**config.mk**
```make
export PLATFORM = sky130hd
export DESIGN_NAME = hub75_rx_flat
export DESIGN_NICKNAME = d
export VERILOG_FILES = /design/src/rtl/hub75_rx_if.sv /design/src/rtl/hub75_rx.sv /design/src/flat_wrapper.sv
export SDC_FILE = /design/constraint.sdc
export NUM_CORES = 1
export LEC_CHECK = 0
export CORE_MARGIN = 2
export CORE_UTILIZATION = 62
export CTS_CLUSTER_DIAMETER = 80
export DETAILED_ROUTE_END_ITERATION = 10
export DONT_BUFFER_PORTS = 1
export PLACE_DENSITY_LB_ADDON = 0.08
export SKIP_LAST_GASP = 1
export SLEW_MARGIN = 20
export SYNTH_ARGS = -nofsm -noshare
export SYNTH_HDL_FRONTEND = slang
export SYNTH_SLANG_ARGS = --single-unit
```
**constraint.sdc**
```tcl
create_clock -name sys_clk -period 2.4 [get_ports sys_clk]
set_clock_uncertainty 0.1 [all_clocks]
set_input_delay 0.12 -clock sys_clk [delete_from_list [all_inputs] [get_ports sys_clk]]
set_output_delay 0.12 -clock sys_clk [all_outputs]
set_load 0.005 [all_outputs]
```
**src/rtl/hub75_rx_if.sv**
```systemverilog
// hub75_rx_if: HUB75 panel lines in, captured pixel/latch/on-time event streams out.
interface hub75_rx_if #(
   parameter int COL_W    = 7,
   parameter int ROW_W    = 6,
   parameter int BIT_W    = 3,
   parameter int ONTIME_W = 16
);
   logic [11:0]         rgb_in;
   logic                clk_in;
   logic                lat_in;
   logic                blank_in;
   logic                row_clk_in;
   logic                row_data_in;
   logic                px_valid;
   logic [COL_W-1:0]    px_col;
   logic [11:0]         px_data;
   logic                lat_valid;
   logic [ROW_W-1:0]    lat_row;
   logic [BIT_W-1:0]    lat_bit;
   logic [COL_W:0]      lat_cols;
   logic                lat_err;
   logic                ontime_valid;
   logic [ONTIME_W-1:0] ontime_cycles;
   modport master (
      output rgb_in, clk_in, lat_in, blank_in, row_clk_in, row_data_in,
      input  px_valid, px_col, px_data, lat_valid, lat_row, lat_bit, lat_cols, lat_err,
             ontime_valid, ontime_cycles
   );
   modport slave (
      input  rgb_in, clk_in, lat_in, blank_in, row_clk_in, row_data_in,
      output px_valid, px_col, px_data, lat_valid, lat_row, lat_bit, lat_cols, lat_err,
             ontime_valid, ontime_cycles
   );
endinterface

```
**src/rtl/hub75_rx.sv**
```systemverilog
// hub75_rx: oversampling HUB75 capture/decoder producing pixel, latch and on-time events.
// Define HUB75_RX_GLITCH_FILTER_EN to reject single-sample pulses on clk/lat/row_clk.
module hub75_rx #(
   parameter int COLS     = 64,
   parameter int COL_W    = 7,
   parameter int ROW_W    = 6,
   parameter int BIT_W    = 3,
   parameter int ONTIME_W = 16
) (
   input logic       sys_clk,
   input logic       rst,
   hub75_rx_if.slave bus
);
`ifdef HUB75_RX_GLITCH_FILTER_EN
   localparam int RD = 3;
`else
   localparam int RD = 2;
`endif
   logic [2:0]         clk_s, lat_s, rclk_s, blank_s;
   logic [RD-1:0]      rdat_s;
   logic [RD-1:0][11:0] rgb_s;
   logic               clk_rise, lat_rise, rclk_rise, blank_rise, blank_fall;
   logic [11:0]        rgb;
   logic               rdat;
   logic [COL_W-1:0]   col_cnt, col_nxt;
   logic [ROW_W-1:0]   row_cnt, row_nxt;
   logic [BIT_W-1:0]   bit_cnt, bit_base;
   logic [ONTIME_W-1:0] ont_cnt;
   always_ff @(posedge sys_clk) begin
      if (rst) begin
         clk_s   <= '0;
         lat_s   <= '0;
         rclk_s  <= '0;
         blank_s <= '1;
         rdat_s  <= '0;
         rgb_s   <= '0;
      end else begin
         clk_s   <= {clk_s[1:0], bus.clk_in};
         lat_s   <= {lat_s[1:0], bus.lat_in};
         rclk_s  <= {rclk_s[1:0], bus.row_clk_in};
         blank_s <= {blank_s[1:0], bus.blank_in};
         rdat_s  <= {rdat_s[RD-2:0], bus.row_data_in};
         rgb_s   <= {rgb_s[RD-2:0], bus.rgb_in};
      end
   end
`ifdef HUB75_RX_GLITCH_FILTER_EN
   // Accepted levels only move once two consecutive samples agree.
   logic clk_f, lat_f, rclk_f;
   always_ff @(posedge sys_clk) begin
      if (rst) begin
         clk_f  <= 1'b0;
         lat_f  <= 1'b0;
         rclk_f <= 1'b0;
      end else begin
         clk_f  <= (clk_s[1] == clk_s[2]) ? clk_s[1] : clk_f;
         lat_f  <= (lat_s[1] == lat_s[2]) ? lat_s[1] : lat_f;
         rclk_f <= (rclk_s[1] == rclk_s[2]) ? rclk_s[1] : rclk_f;
      end
   end
   assign clk_rise  = clk_s[1] & clk_s[2] & ~clk_f;
   assign lat_rise  = lat_s[1] & lat_s[2] & ~lat_f;
   assign rclk_rise = rclk_s[1] & rclk_s[2] & ~rclk_f;
`else
   assign clk_rise  = clk_s[1] & ~clk_s[2];
   assign lat_rise  = lat_s[1] & ~lat_s[2];
   assign rclk_rise = rclk_s[1] & ~rclk_s[2];
`endif
   assign rgb        = rgb_s[RD-1];
   assign rdat       = rdat_s[RD-1];
   assign blank_rise = blank_s[1] & ~blank_s[2];
   assign blank_fall = ~blank_s[1] & blank_s[2];
   // Row update resolves before the latch sees it; a coincident clk edge counts in the closing latch.
   always_comb begin
      row_nxt  = rclk_rise ? (rdat ? '0 : row_cnt + 1'b1) : row_cnt;
      bit_base = (row_nxt != row_cnt) ? '0 : bit_cnt;
      col_nxt  = clk_rise ? col_cnt + COL_W'(col_cnt != '1) : col_cnt;
   end
   always_ff @(posedge sys_clk) begin
      if (rst) begin
         col_cnt           <= '0;
         row_cnt           <= '0;
         bit_cnt           <= '0;
         ont_cnt           <= '0;
         bus.px_valid      <= 1'b0;
         bus.px_col        <= '0;
         bus.px_data       <= '0;
         bus.lat_valid     <= 1'b0;
         bus.lat_row       <= '0;
         bus.lat_bit       <= '0;
         bus.lat_cols      <= '0;
         bus.lat_err       <= 1'b0;
         bus.ontime_valid  <= 1'b0;
         bus.ontime_cycles <= '0;
      end else begin
         bus.px_valid     <= clk_rise;
         bus.lat_valid    <= lat_rise;
         bus.ontime_valid <= blank_rise;
         if (clk_rise) begin
            bus.px_col  <= col_cnt;
            bus.px_data <= rgb;
         end
         if (lat_rise) begin
            bus.lat_row  <= row_nxt;
            bus.lat_bit  <= bit_base;
            bus.lat_cols <= {1'b0, col_nxt};
            bus.lat_err  <= {1'b0, col_nxt} != (COL_W+1)'(COLS);
         end
         if (blank_rise) bus.ontime_cycles <= ont_cnt;
         row_cnt <= row_nxt;
         col_cnt <= lat_rise ? '0 : col_nxt;
         bit_cnt <= lat_rise ? bit_base + 1'b1 : bit_base;
         ont_cnt <= blank_fall ? ONTIME_W'(1) : (~blank_s[1] ? ont_cnt + ONTIME_W'(ont_cnt != '1) : ont_cnt);
      end
   end
endmodule
```
**src/flat_wrapper.sv**
```systemverilog
// flat-port wrapper written by rule: the top's interface ports become plain ports
module hub75_rx_flat 
#(
   parameter int COLS     = 64,
   parameter int COL_W    = 7,
   parameter int ROW_W    = 6,
   parameter int BIT_W    = 3,
   parameter int ONTIME_W = 16
)
  (sys_clk, rst, bus_rgb_in, bus_clk_in, bus_lat_in, bus_blank_in, bus_row_clk_in, bus_row_data_in, bus_px_valid, bus_px_col, bus_px_data, bus_lat_valid, bus_lat_row, bus_lat_bit, bus_lat_cols, bus_lat_err, bus_ontime_valid, bus_ontime_cycles);
  hub75_rx_if #(.COL_W(COL_W), .ROW_W(ROW_W), .BIT_W(BIT_W), .ONTIME_W(ONTIME_W)) bus_i ();
  input logic sys_clk;
  input logic rst;
  input wire logic [$bits(bus_i.rgb_in)-1:0] bus_rgb_in;
  input wire logic [$bits(bus_i.clk_in)-1:0] bus_clk_in;
  input wire logic [$bits(bus_i.lat_in)-1:0] bus_lat_in;
  input wire logic [$bits(bus_i.blank_in)-1:0] bus_blank_in;
  input wire logic [$bits(bus_i.row_clk_in)-1:0] bus_row_clk_in;
  input wire logic [$bits(bus_i.row_data_in)-1:0] bus_row_data_in;
  output wire logic [$bits(bus_i.px_valid)-1:0] bus_px_valid;
  output wire logic [$bits(bus_i.px_col)-1:0] bus_px_col;
  output wire logic [$bits(bus_i.px_data)-1:0] bus_px_data;
  output wire logic [$bits(bus_i.lat_valid)-1:0] bus_lat_valid;
  output wire logic [$bits(bus_i.lat_row)-1:0] bus_lat_row;
  output wire logic [$bits(bus_i.lat_bit)-1:0] bus_lat_bit;
  output wire logic [$bits(bus_i.lat_cols)-1:0] bus_lat_cols;
  output wire logic [$bits(bus_i.lat_err)-1:0] bus_lat_err;
  output wire logic [$bits(bus_i.ontime_valid)-1:0] bus_ontime_valid;
  output wire logic [$bits(bus_i.ontime_cycles)-1:0] bus_ontime_cycles;
  assign bus_i.rgb_in = bus_rgb_in;
  assign bus_i.clk_in = bus_clk_in;
  assign bus_i.lat_in = bus_lat_in;
  assign bus_i.blank_in = bus_blank_in;
  assign bus_i.row_clk_in = bus_row_clk_in;
  assign bus_i.row_data_in = bus_row_data_in;
  assign bus_px_valid = bus_i.px_valid;
  assign bus_px_col = bus_i.px_col;
  assign bus_px_data = bus_i.px_data;
  assign bus_lat_valid = bus_i.lat_valid;
  assign bus_lat_row = bus_i.lat_row;
  assign bus_lat_bit = bus_i.lat_bit;
  assign bus_lat_cols = bus_i.lat_cols;
  assign bus_lat_err = bus_i.lat_err;
  assign bus_ontime_valid = bus_i.ontime_valid;
  assign bus_ontime_cycles = bus_i.ontime_cycles;
  hub75_rx #(.COLS(COLS), .COL_W(COL_W), .ROW_W(ROW_W), .BIT_W(BIT_W), .ONTIME_W(ONTIME_W)) u_core (.sys_clk(sys_clk), .rst(rst), .bus(bus_i));
endmodule
```
==> results.ini <==
[min_path]
min_from = bus_rgb_in[5]
min_to = u_core.rgb_s[5]
hp-class = in -> reg
holdPathStages = 2

[cells_and_area]
fin_nets = 528
drive_gt1_frac = 0.114
fin_util = 0.777
syn_to_final_growth_pct = 20.3
antenna_cells = 0

[setup_path]
crit_start = u_core.col_cnt[4]
crit_fanout = 5
rr_worst_depth = 9
end_kind = flip-flop
critical-path-top-delay-family = simple AND/OR/NAND/NOR gates
reg2reg_to = u_core.bus.lat_err
crit_type = reg -> reg
path_buf_inv = 1
regToRegSetupSlack_ns = 0.16
critPathArrivalTime_ns = 2.53
timing.rr.start = u_core.col_cnt[4]
startpoint_type = flip-flop
cp_cell_sequence = nand4_1, inv_1, nand4_1, ha_1, ha_1, nand3b_1, xnor2_1, nor3b_1, a31oi_1
critPathMaxStageDelay_ns = 0.42
worstPathRequired_ns = 2.69
slowest_stage = dfxtp_1

[die]
core_mm2 = 0.00687
io_pins = 75
start_util = 0.646
dieArea_mm2 = 0.00785
die_h_um = 88.6
die_w_um = 88.6
placementRows = 30

[clock_tree]
cts_setup_buffers = 0
worstSkewPairLatency_ns = 0.52
cts_root_buf = clkbuf_8
clock-sinks = 125
cts_buffers = 17
clock_path_buffers = 2
h-tree-depth = 4
path_clk_slew_ns = 0.06
cts_tree = done

[detailed_routing]
viasPerCell = 5.36
wirelength_um = 8630
drc_errors = 0
antenna_left = 0
drt_iter0_markers = 115
wl_per_cell_um = 14.1
first_pass_iters = 5
dr_total_vias = 3279

[status]
status = finished, final reports clean

[run]
maxCapViolCount = 0

[yosys]
synth.top_cell.area_share = 0.564
synth.distinct_cells = 44
yosysMostFrequentCell = dfxtp_1
yosysSeqAreaShare = 0.564
netlist_top_cells_count = 125 x dfxtp_1, 82 x nand2_1, 45 x a21oi_1
synth.area.top_cells = dfxtp_1 56%, nand2_1 6.9%, nor2b_1 5.6%
syn_avg_cell_area_um2 = 9.25
synth-edff-count = 0
syn_nets = 505
yosys_register_bits = 125
yosys.area.top_type = dfxtp_1
yosysWarnings = 0
ys_async_sr_fraction = 0
netlist_instances = 480
synthFlopType = dfxtp_1
synth_area_mm2 = 0.00444

[place]
portBuffers = 0
dp_hpwl_um = 5050
place_ws_ns = 0.119
gp_congestion = 0.897

[sta]
final_hold_viol_count = 0
fin_crit_ns = 2.24
setup_viol = 0
finalSetupTns_ns = 0
final-max-slew-violation-count = 0
relSlewSlack = 0.526
setup_ws_ns = 0.158
tightestPinTransition_ns = 0.711
post-route-period-util = 0.934
max_freq_mhz = 446

[pwr]
total_power_uw = 4710
vdd.ir_drop.worst_mv = 0.557
power_density_mw_per_mm2 = 882
p_leak_uw = 0.00198

[grt]
grt_overflow = 0
grt_usage = 0.233
antenna_found_initial = 0
grt_pass1_wl_um = 14000
grt_max_degree = 101
grt_pass1_vias = 3021

## placed cells by master, fill, tap and decap left out, types with 3 or more instances in the layout
| cell | Yosys | final |
|---|---|---|
| a21oi_1 | 45 | 45 |
| buf_4 | 1 | 11 |
| dfxtp_1 | 125 | 124 |
| inv_8 | 0 | 6 |
| or3_1 | 5 | 5 |
| nand2b_1 | 4 | 4 |
| nand3_1 | 12 | 12 |
| or2_2 | 3 | 3 |
| a211oi_1 | 7 | 7 |
| o21ai_0 | 3 | 3 |
| xor2_1 | 12 | 12 |
| nor3_1 | 6 | 5 |
| xnor2_1 | 4 | 4 |
| nor2b_1 | 40 | 40 |
| o31ai_1 | 7 | 7 |
| dlygate4sd3_1 | 0 | 19 |
| nand2_1 | 82 | 80 |
| nand4_1 | 10 | 10 |
| inv_1 | 5 | 5 |
| mux2i_1 | 4 | 4 |
| o21a_1 | 3 | 3 |
| ha_1 | 6 | 6 |
| nor2_1 | 40 | 40 |
| inv_6 | 0 | 6 |
| nand3b_1 | 6 | 6 |
| clkbuf_16 | 0 | 16 |
## registers in the layout (all words and copies together), names as in the netlist, 3 cells and up
signal,cells
u_core.clk_s,3
u_core.bus.lat_row,6
u_core.rgb,12
u_core.bus.lat_cols,7
u_core.bit_cnt,3
u_core.rgb_s,12
u_core.lat_s,3
u_core.bus.ontime_cycles,16
u_core.row_cnt,6
u_core.col_cnt,7
u_core.bus.px_col,7
u_core.blank_s,3
u_core.bus.px_data,12
u_core.ont_cnt,16
u_core.bus.lat_bit,3
u_core.rclk_s,3
## final cells by class
class	count	area, µm²
Sequential cell	125	2500
Multi-Input combinational cell	323	1820
Fill cell	476	1530
Clock buffer	17	414
Timing Repair Buffer	31	300
Clock inverter	15	161
Tap cell	96	120
Inverter	5	18.8
## worst register-to-register path: cells and delay by family, from the launching register on
kind,cells,cell delay (ns)
compound gates,1,0.12
xor+xnor,1,0.23
flops,1,0.42
fa+ha+maj,2,0.40
buf+inv,1,0.08
simple gates,4,0.76
## what timing repair did
item	4_1_cts	5_1_grt
hold buffers	20	0
resized for setup	0	5
hold endpoints to repair	110	0
setup endpoints to repair	0	8
## per-layer routing
metal | track usage | up-vias | wire, µm
met1 | 0.284 | 1520 | 3890
li1 | - | 1662 | -
met3 | 0.0830 | 19 | 463
met5 | 0 | - | 0
met4 | 0.106 | 0 | 164
met2 | 0.373 | 78 | 4110
## stage by stage
| stage | area (µm²) | cells | hold slack [ns] |
|---|---|---|---|
| floorplan | 4440 | 480 | 0.124 |
| global placement | 4530 | 560 | 0.0962 |
| detailed placement | 4530 | 560 | 0.0976 |
| CTS | 5330 | 612 | 0.140 |
| global route | 5340 | 612 | 0.158 |
| finish | 5340 | 612 | 0.164 |
## power by group
part	internal, µW	switching [µW]
sequential	2120	22.7
clock	1350	1070
combinational	66.9	84.9
## worst max-delay path by stage
stage                                     to  slack, ns  cells past startpoint
after floorplan           u_core.ont_cnt[12]       0.22                     10
after global placement     u_core.ont_cnt[8]       0.20                     11
after detailed placement   u_core.ont_cnt[8]       0.12                     11
after CTS                 u_core.ont_cnt[10]       0.07                     11
after global routing      u_core.ont_cnt[10]      -0.02                     11
final                     u_core.bus.lat_err       0.16                      9
## cells by family (layout without fill, tap and decap cells)
group,Yosys count,after routing,synth area share
compound gates,74,74,0.103
xor+xnor,16,16,0.0316
fa+ha+maj,6,6,0.0169
buf+inv,32,68,0.0285
flops,125,125,0.564
mux,4,4,0.00902
other cells,1,1,0.000845
simple gates,222,222,0.246
Note: power is estimated with default switching activity, not from simulation.
